===== src/rtl/inst_loader_pkg.sv =====
// Shared types and constants for the instruction loader.
// State enum, word size and default memory depth.
package inst_loader_pkg;

  localparam int WORD_BYTES    = 4;
  localparam int DEFAULT_DEPTH = 256;

  typedef enum logic [2:0] {
    ST_LEN,
    ST_DATA,
    ST_CSUM,
    ST_DONE,
    ST_ERR
  } state_t;

endpackage


===== src/rtl/inst_loader_asm.sv =====
// Byte-to-word assembler: little-endian shift register with a byte counter.
// word_valid pulses combinationally with the byte that completes a word.
module inst_loader_asm
  import inst_loader_pkg::*;
(
  input  logic        clk,
  input  logic        rst,
  input  logic        clear,
  input  logic        take,
  input  logic [7:0]  in_data,
  output logic        word_valid,
  output logic [31:0] word
);

  localparam int CNT_W = $clog2(WORD_BYTES);
  localparam int SH_W  = 8 * (WORD_BYTES - 1);

  logic [CNT_W-1:0] byte_cnt;
  logic [SH_W-1:0]  shreg;

  // Only the first three bytes need storing; the fourth arrives on in_data.
  assign word_valid = take && (byte_cnt == CNT_W'(WORD_BYTES - 1));
  assign word       = {in_data, shreg};

  always_ff @(posedge clk or posedge rst) begin
    if (rst) begin
      byte_cnt <= '0;
      shreg    <= '0;
    end else if (clear) begin
      byte_cnt <= '0;
      shreg    <= '0;
    end else if (take) begin
      byte_cnt <= byte_cnt + CNT_W'(1);
      shreg    <= {in_data, shreg[SH_W-1:8]};
    end
  end

endmodule


===== src/rtl/inst_loader.sv =====
// Instruction loader: writes a length-prefixed byte stream into instruction memory
// and holds the CPU in reset until done. Trailing checksum enabled by INST_LOADER_CHECKSUM_EN.
module inst_loader
  import inst_loader_pkg::*;
#(
  parameter int DEPTH  = DEFAULT_DEPTH,
  parameter int ADDR_W = $clog2(DEPTH)
) (
  input  logic              clk,
  input  logic              rst,
  input  logic              start,
  input  logic [7:0]        in_data,
  input  logic              in_valid,
  output logic              in_ready,
  output logic              imem_we,
  output logic [ADDR_W-1:0] imem_addr,
  output logic [31:0]       imem_wdata,
  output logic              cpu_rst,
  output logic              done,
  output logic              error
);

  localparam int CNT_W = ADDR_W + 1;

  state_t           state, state_nxt;
  logic             take, word_valid, restart, armed, last_word;
  logic [31:0]      word;
  logic [CNT_W-1:0] word_cnt, n_words;

`ifdef INST_LOADER_CHECKSUM_EN
  localparam state_t ST_AFTER_DATA = ST_CSUM;
  logic [31:0] csum;
`else
  localparam state_t ST_AFTER_DATA = ST_DONE;
`endif

  assign take      = in_valid && in_ready;
  assign restart   = start && (state == ST_DONE || state == ST_ERR);
  assign last_word = (word_cnt + CNT_W'(1)) == n_words;

  inst_loader_asm u_asm (
    .clk       (clk),
    .rst       (rst),
    .clear     (restart),
    .take      (take),
    .in_data   (in_data),
    .word_valid(word_valid),
    .word      (word)
  );

  always_ff @(posedge clk or posedge rst) begin
    if (rst) state <= ST_LEN;
    else     state <= state_nxt;
  end

  always_comb begin
    state_nxt = state;
    case (state)
      ST_LEN: begin
        if (word_valid) begin
          if (word > 32'(DEPTH))  state_nxt = ST_ERR;
          else if (word == '0)    state_nxt = ST_AFTER_DATA;
          else                    state_nxt = ST_DATA;
        end
      end
      ST_DATA:  if (word_valid && last_word) state_nxt = ST_AFTER_DATA;
`ifdef INST_LOADER_CHECKSUM_EN
      ST_CSUM:  if (word_valid) state_nxt = (word == csum) ? ST_DONE : ST_ERR;
`endif
      ST_DONE,
      ST_ERR:   if (start) state_nxt = ST_LEN;
      default:  state_nxt = ST_LEN;
    endcase
  end

  // armed keeps in_ready low until the first edge after reset release.
  always_comb begin
    in_ready = 1'b0;
    cpu_rst  = 1'b1;
    done     = 1'b0;
    error    = 1'b0;
    case (state)
      ST_LEN, ST_DATA, ST_CSUM: in_ready = armed;
      ST_DONE: begin
        cpu_rst = 1'b0;
        done    = 1'b1;
      end
      ST_ERR:  error = 1'b1;
      default: in_ready = 1'b0;
    endcase
  end

  always_ff @(posedge clk or posedge rst) begin
    if (rst) begin
      armed      <= 1'b0;
      imem_we    <= 1'b0;
      imem_addr  <= '0;
      imem_wdata <= '0;
      word_cnt   <= '0;
      n_words    <= '0;
`ifdef INST_LOADER_CHECKSUM_EN
      csum       <= '0;
`endif
    end else begin
      armed   <= 1'b1;
      imem_we <= 1'b0;
      if (restart) begin
        word_cnt <= '0;
`ifdef INST_LOADER_CHECKSUM_EN
        csum     <= '0;
`endif
      end else if (word_valid && state == ST_LEN) begin
        n_words <= word[CNT_W-1:0];
      end else if (word_valid && state == ST_DATA) begin
        imem_we    <= 1'b1;
        imem_addr  <= word_cnt[ADDR_W-1:0];
        imem_wdata <= word;
        word_cnt   <= word_cnt + CNT_W'(1);
`ifdef INST_LOADER_CHECKSUM_EN
        csum       <= csum + word;
`endif
      end
    end
  end

endmodule


===== config.mk =====
export PLATFORM = sky130hd
export DESIGN_NAME = inst_loader
export DESIGN_NICKNAME = d
export VERILOG_FILES = /design/src/rtl/inst_loader_pkg.sv /design/src/rtl/inst_loader_asm.sv /design/src/rtl/inst_loader.sv
export SDC_FILE = /design/constraint.sdc
export NUM_CORES = 1
export LEC_CHECK = 0
export BUFFER_PORTS_ARGS = -buffer_cell sky130_fd_sc_hd__clkbuf_2
export CORE_ASPECT_RATIO = 0.8
export CORE_MARGIN = 2
export CORE_UTILIZATION = 50
export CTS_BUF_LIST = sky130_fd_sc_hd__clkbuf_8
export CTS_CLUSTER_DIAMETER = 150
export DETAILED_ROUTE_END_ITERATION = 10
export PLACE_DENSITY_LB_ADDON = 0.1
export SYNTH_ARGS = -nofsm -noshare
export SYNTH_HDL_FRONTEND = slang
export SYNTH_SLANG_ARGS = --single-unit

===== constraint.sdc =====
create_clock -name clk -period 2.8 [get_ports clk]
set_clock_uncertainty 0.1 [all_clocks]
set_input_delay 0.28 -clock clk [delete_from_list [all_inputs] [get_ports clk]]
set_output_delay 0.28 -clock clk [all_outputs]
set_load 0.01 [all_outputs]

==> summary by stage <==
Power and ir drop
Power spread over the standard cell area amounts to 699.7 nW/um2. The analysis attributes to net switching a power of 997.3 uW. The leakage power summed over all cells is 0.002325 uW.

In this run switching power makes up 32.63% of total power. The register share of total power is 55.7%. The clock network power share is 26.7%. The worst IR drop on VDD is 0.3040 mV. The proportion of power drawn by combinational gates is 17.6%. Internal power comes to 2059 uW.

Timing
In the finished design, the share of the clock period the worst path needs comes to 74.59%. The number of endpoints with negative hold slack in the final report is 0. Setup repair after global routing left no endpoint under its margin. Measured against its own limit, the worst slew margin works out to 49.21%.

For the pin with the worst max-slew slack, the measured transition is 0.7610 ns. The max-slew violation count is 0. Derived from the worst setup path, the maximum achievable clock frequency is 478.8 MHz. The sum of negative setup slack is 0 ns.

The routed design could run at a clock period as short as 2.089 ns. Setup violations remaining at the end of the flow were counted as 0.

Worst setup path
The endpoint of the worst register-to-register path is word_cnt[7]. For the worst flop-to-flop path, the logic depth is 7. The arrival time at the worst endpoint is 2.25 ns. The highest-delay cell along the critical path is sky130_fd_sc_hd__nor2_1. By startpoint and endpoint, the worst setup path is classified as reg2reg. Data on the critical path is required at its endpoint by 2.96 ns. The worst setup path is captured at a flip-flop. The worst register-to-register path begins at u_asm.byte_cnt[0].

Along the worst path, the maximum fanout reaches 9. For flop-to-flop paths, the worst setup slack is 0.71 ns. STA classifies the critical path startpoint as a flip-flop. Walking the worst path, the cells encountered are ha_1, or3b_4, or2_1, inv_2, nor2_1, o21ai_0, o41ai_1. In this design, the largest share of critical-path delay is due to simple AND/OR/NAND/NOR gates. The largest stage delay on the critical path is 0.49 ns.

The number of buffers and inverters on the critical path is 1.

GRT
The initial antenna violation count is 0. The total routing resource utilization after global routing is 22.69%. The first global-routing pass estimated 14,270 um of wire. Global routing finished with a remaining overflow of 0.

The via count of the first global-routing pass came to 2,774. The pin count of the biggest net entering global routing is 48.

Cells and area
The most frequent standard cell in the layout excluding fill and tap cells is sky130_fd_sc_hd__nand2_1. The number of standard cells in the layout, taps in and fillers out is 543. The net count reported at finish is 447.

The post-synthesis to final-layout area growth is 14.53%. The filler cell count is 671. 0 antenna diodes ended up in the layout. The fraction of final layout cells sized beyond drive strength 1 is 21.46%. The top cell types in the final layout, fill and taps aside, are sky130_fd_sc_hd__nand2_1 (130), sky130_fd_sc_hd__dfrtp_1 (89), sky130_fd_sc_hd__clkbuf_2 (56).

Placed design
The congestion estimate from routability-driven global placement came to 0.8617. Buffers placed on the I/O ports in this run total 56. In this run, placement finished with an instance count of 526. The half-perimeter wire length of the detailed placement result is 5773 um.

Min path
The worst hold path begins at in_data[1]. The class of the tightest hold or removal check is in2reg. The worst hold path was traced through 3 stages. The endpoint with the worst hold slack is imem_wdata[25].

Floorplan
The number of placement rows is 28. The die is 82.12 um tall. The starting density of the core is 51.59%. The floorplan step defined a die boundary enclosing 8346 um2. After floorplanning, the core was sized to cover 7392 um2.

The die boundary width is 101.6 um. The number of top-level pins is 57.

Flow run
The count of max-cap constraint violations is 0.

Synthesis
Of the total synthesized cell area, the portion taken by XOR and XNOR cells is 2.986%. The post-synthesis net count is 395. The average footprint of a synthesized cell is 10.01 um2. Of the total synthesized cell area, the portion taken by AND, OR, NAND and NOR gates is 19.85%. Sequential cells were found to cover 58.40% of the synthesized design area. The share of synthesized cell area in full adder, half adder and majority cells is 0.6562%. During synthesis, Yosys emitted a total of 0 warnings. The post-synthesis mux area share is 2.920%. The share of async-settable or async-resettable flops after synthesis is 100.0%. The netlist area before placement is 3814 um2. The synthesized design contains 0 enable-type register cells.

Among all flip-flop cells after synthesis, the most frequent one is sky130_fd_sc_hd__dfrtp_1. Synthesis inferred 89 register bits. By area, the combinational part of the netlist is dominated by simple AND/OR/NAND/NOR gates. The number of distinct standard cells referenced by the synthesized netlist is 40. The synthesized netlist devotes 11.52% of its cell area to compound gates.

Synthesis handed over a netlist of 381 instances.

Drt
The per-cell routed wire length is 15.64 um. The number of antenna-violating nets in the routed design is 0. Before antenna repair, the detailed router went through 4 iterations.

The count of unresolved DRC violations after routing is 0. The number of DRC markers in iteration 0 is 142. After detailed routing, the total wire length is 8493 um.

The mean number of vias per cell is 5.258. The total via count after detailed routing is 2,855.

Clock network
For the worst-skew pair, the clock arrives at the later sink with an insertion delay of 0.37 ns. The post-CTS setup-driven buffer insertion count is 0. The buffer levels on the longest clock path is 2. The number of gates resized after CTS was 0. The clock root buffer master is sky130_fd_sc_hd__clkbuf_8. Clock-pin slew was measured on the worst setup and hold paths at 0.10 ns.

The clock tree synthesis step divided the H-tree into 3 levels. The sink count of the clock tree is 89. TritonCTS built the clock tree. The CTS buffer count is 9.

Outcome
The run finished with clean final reports.
[logic make-up after synthesis]
kind of cell	count (synthesis)
muxes	10
and+or+nand+nor	177
other	1
DFF	89
xor gates and xnor gates	13
adders and majority gates	2
AOI/OAI and AO/OA	60
buffers and inverters	29
[worst min-delay path: stages]
cell,delay [ns]
sky130_fd_sc_hd__clkbuf_2,0.10
sky130_fd_sc_hd__nand2_1,0.06
sky130_fd_sc_hd__nand2_1,0.04
[layer usage]
metal  global-route usage (%)  part of all wire, %  vias up
met5                        0                    0        -
met4                    7.027                 0.65        0
met3                    5.640                  6.3        5
met2                    30.99                   41       93
met1                    35.36                   52     1362
li1                         -                    -     1395
[synthesized netlist by cell type (2+ instances only)]
master                       n  share of area [%]
sky130_fd_sc_hd__o31ai_1     6                1.2
sky130_fd_sc_hd__nand2_1   130                 13
sky130_fd_sc_hd__and2_1      4               0.66
sky130_fd_sc_hd__nor3_1      4               0.52
sky130_fd_sc_hd__mux2_2      9                2.7
sky130_fd_sc_hd__o21ai_0    13                1.7
sky130_fd_sc_hd__xnor2_1     8                1.8
sky130_fd_sc_hd__xor2_1      5                1.1
sky130_fd_sc_hd__dfrtp_1    89                 58
sky130_fd_sc_hd__nand3_1     7               0.92
sky130_fd_sc_hd__nor2_1     13                1.3
sky130_fd_sc_hd__nand4_1     3               0.49
sky130_fd_sc_hd__buf_6       2               0.59
sky130_fd_sc_hd__a22o_1     26                6.0
sky130_fd_sc_hd__ha_1        2               0.66
sky130_fd_sc_hd__inv_1       4               0.39
sky130_fd_sc_hd__buf_2      10                1.3
sky130_fd_sc_hd__and3_1      2               0.33
sky130_fd_sc_hd__nor4_1      7                1.1
sky130_fd_sc_hd__clkbuf_1   12                1.2
sky130_fd_sc_hd__a21oi_1     6               0.79
[registers in the layout, indices dropped and copies added, names as in the netlist]
name and flops:
imem_wdata 32, u_asm.shreg 24, n_words 9, word_cnt 9
imem_addr 8, state 3, u_asm.byte_cnt 2, armed 1
imem_we 1
[through the flow]
step                      instance area (um2)  utilization (%)  power, uW  hold slack (ns)  worst slack, ns
final                                    4368            59.09       3056          0.03917           0.7115
after detailed placement                 4182            56.57       2258           0.3207           0.7407
after global placement                   4182            56.57       2244           0.3188           0.7940
after floorplan                          3814                -       2067           0.2854           0.1131
after CTS                                4368            59.09       3077          0.02807           0.7215
after global routing                     4368            59.09       3218          0.04666           0.5584
[worst max-delay path by stage]
stage / from / to / slack (ns) / cells after the start
6_report: u_asm.byte_cnt[0] / word_cnt[7] / 0.71 / 7
3_3_place_gp: u_asm.byte_cnt[0] / word_cnt[7] / 0.79 / 7
3_5_place_dp: u_asm.byte_cnt[0] / word_cnt[7] / 0.74 / 7
2_1_floorplan: rst / armed / 0.11 / 1
4_1_cts: u_asm.byte_cnt[0] / word_cnt[7] / 0.72 / 7
5_1_grt: u_asm.byte_cnt[0] / word_cnt[5] / 0.56 / 8
[power by group through the flow]
stage / logic (uW) / registers (uW) / clock network [uW]
2_1_floorplan: 448 / 1620 / 0
3_3_place_gp: 527 / 1720 / 0
3_5_place_dp: 534 / 1720 / 0
4_1_cts: 537 / 1700 / 841
5_1_grt: 597 / 1730 / 893
6_report: 538 / 1700 / 815
[area by class of cell]
class	count	area (um2)	share of cell area, %
clock inverter	7	52.55	1.203
timing repair buffer	65	362.8	8.307
multi-input combinational	263	1450	33.20
tap	105	131.4	3.008
sequential	89	2227	50.99
clock buffer	9	123.9	2.836
inverter	5	20.02	0.4583
[timing repair]
| item | 4_1_cts | 5_1_grt |
|---|---|---|
| hold endpoints to repair | 42 | 0 |
| hold buffers | 1 | 0 |
| endpoints found under the setup margin | 0 | 0 |
Note: power is estimated with default switching activity, not from simulation.
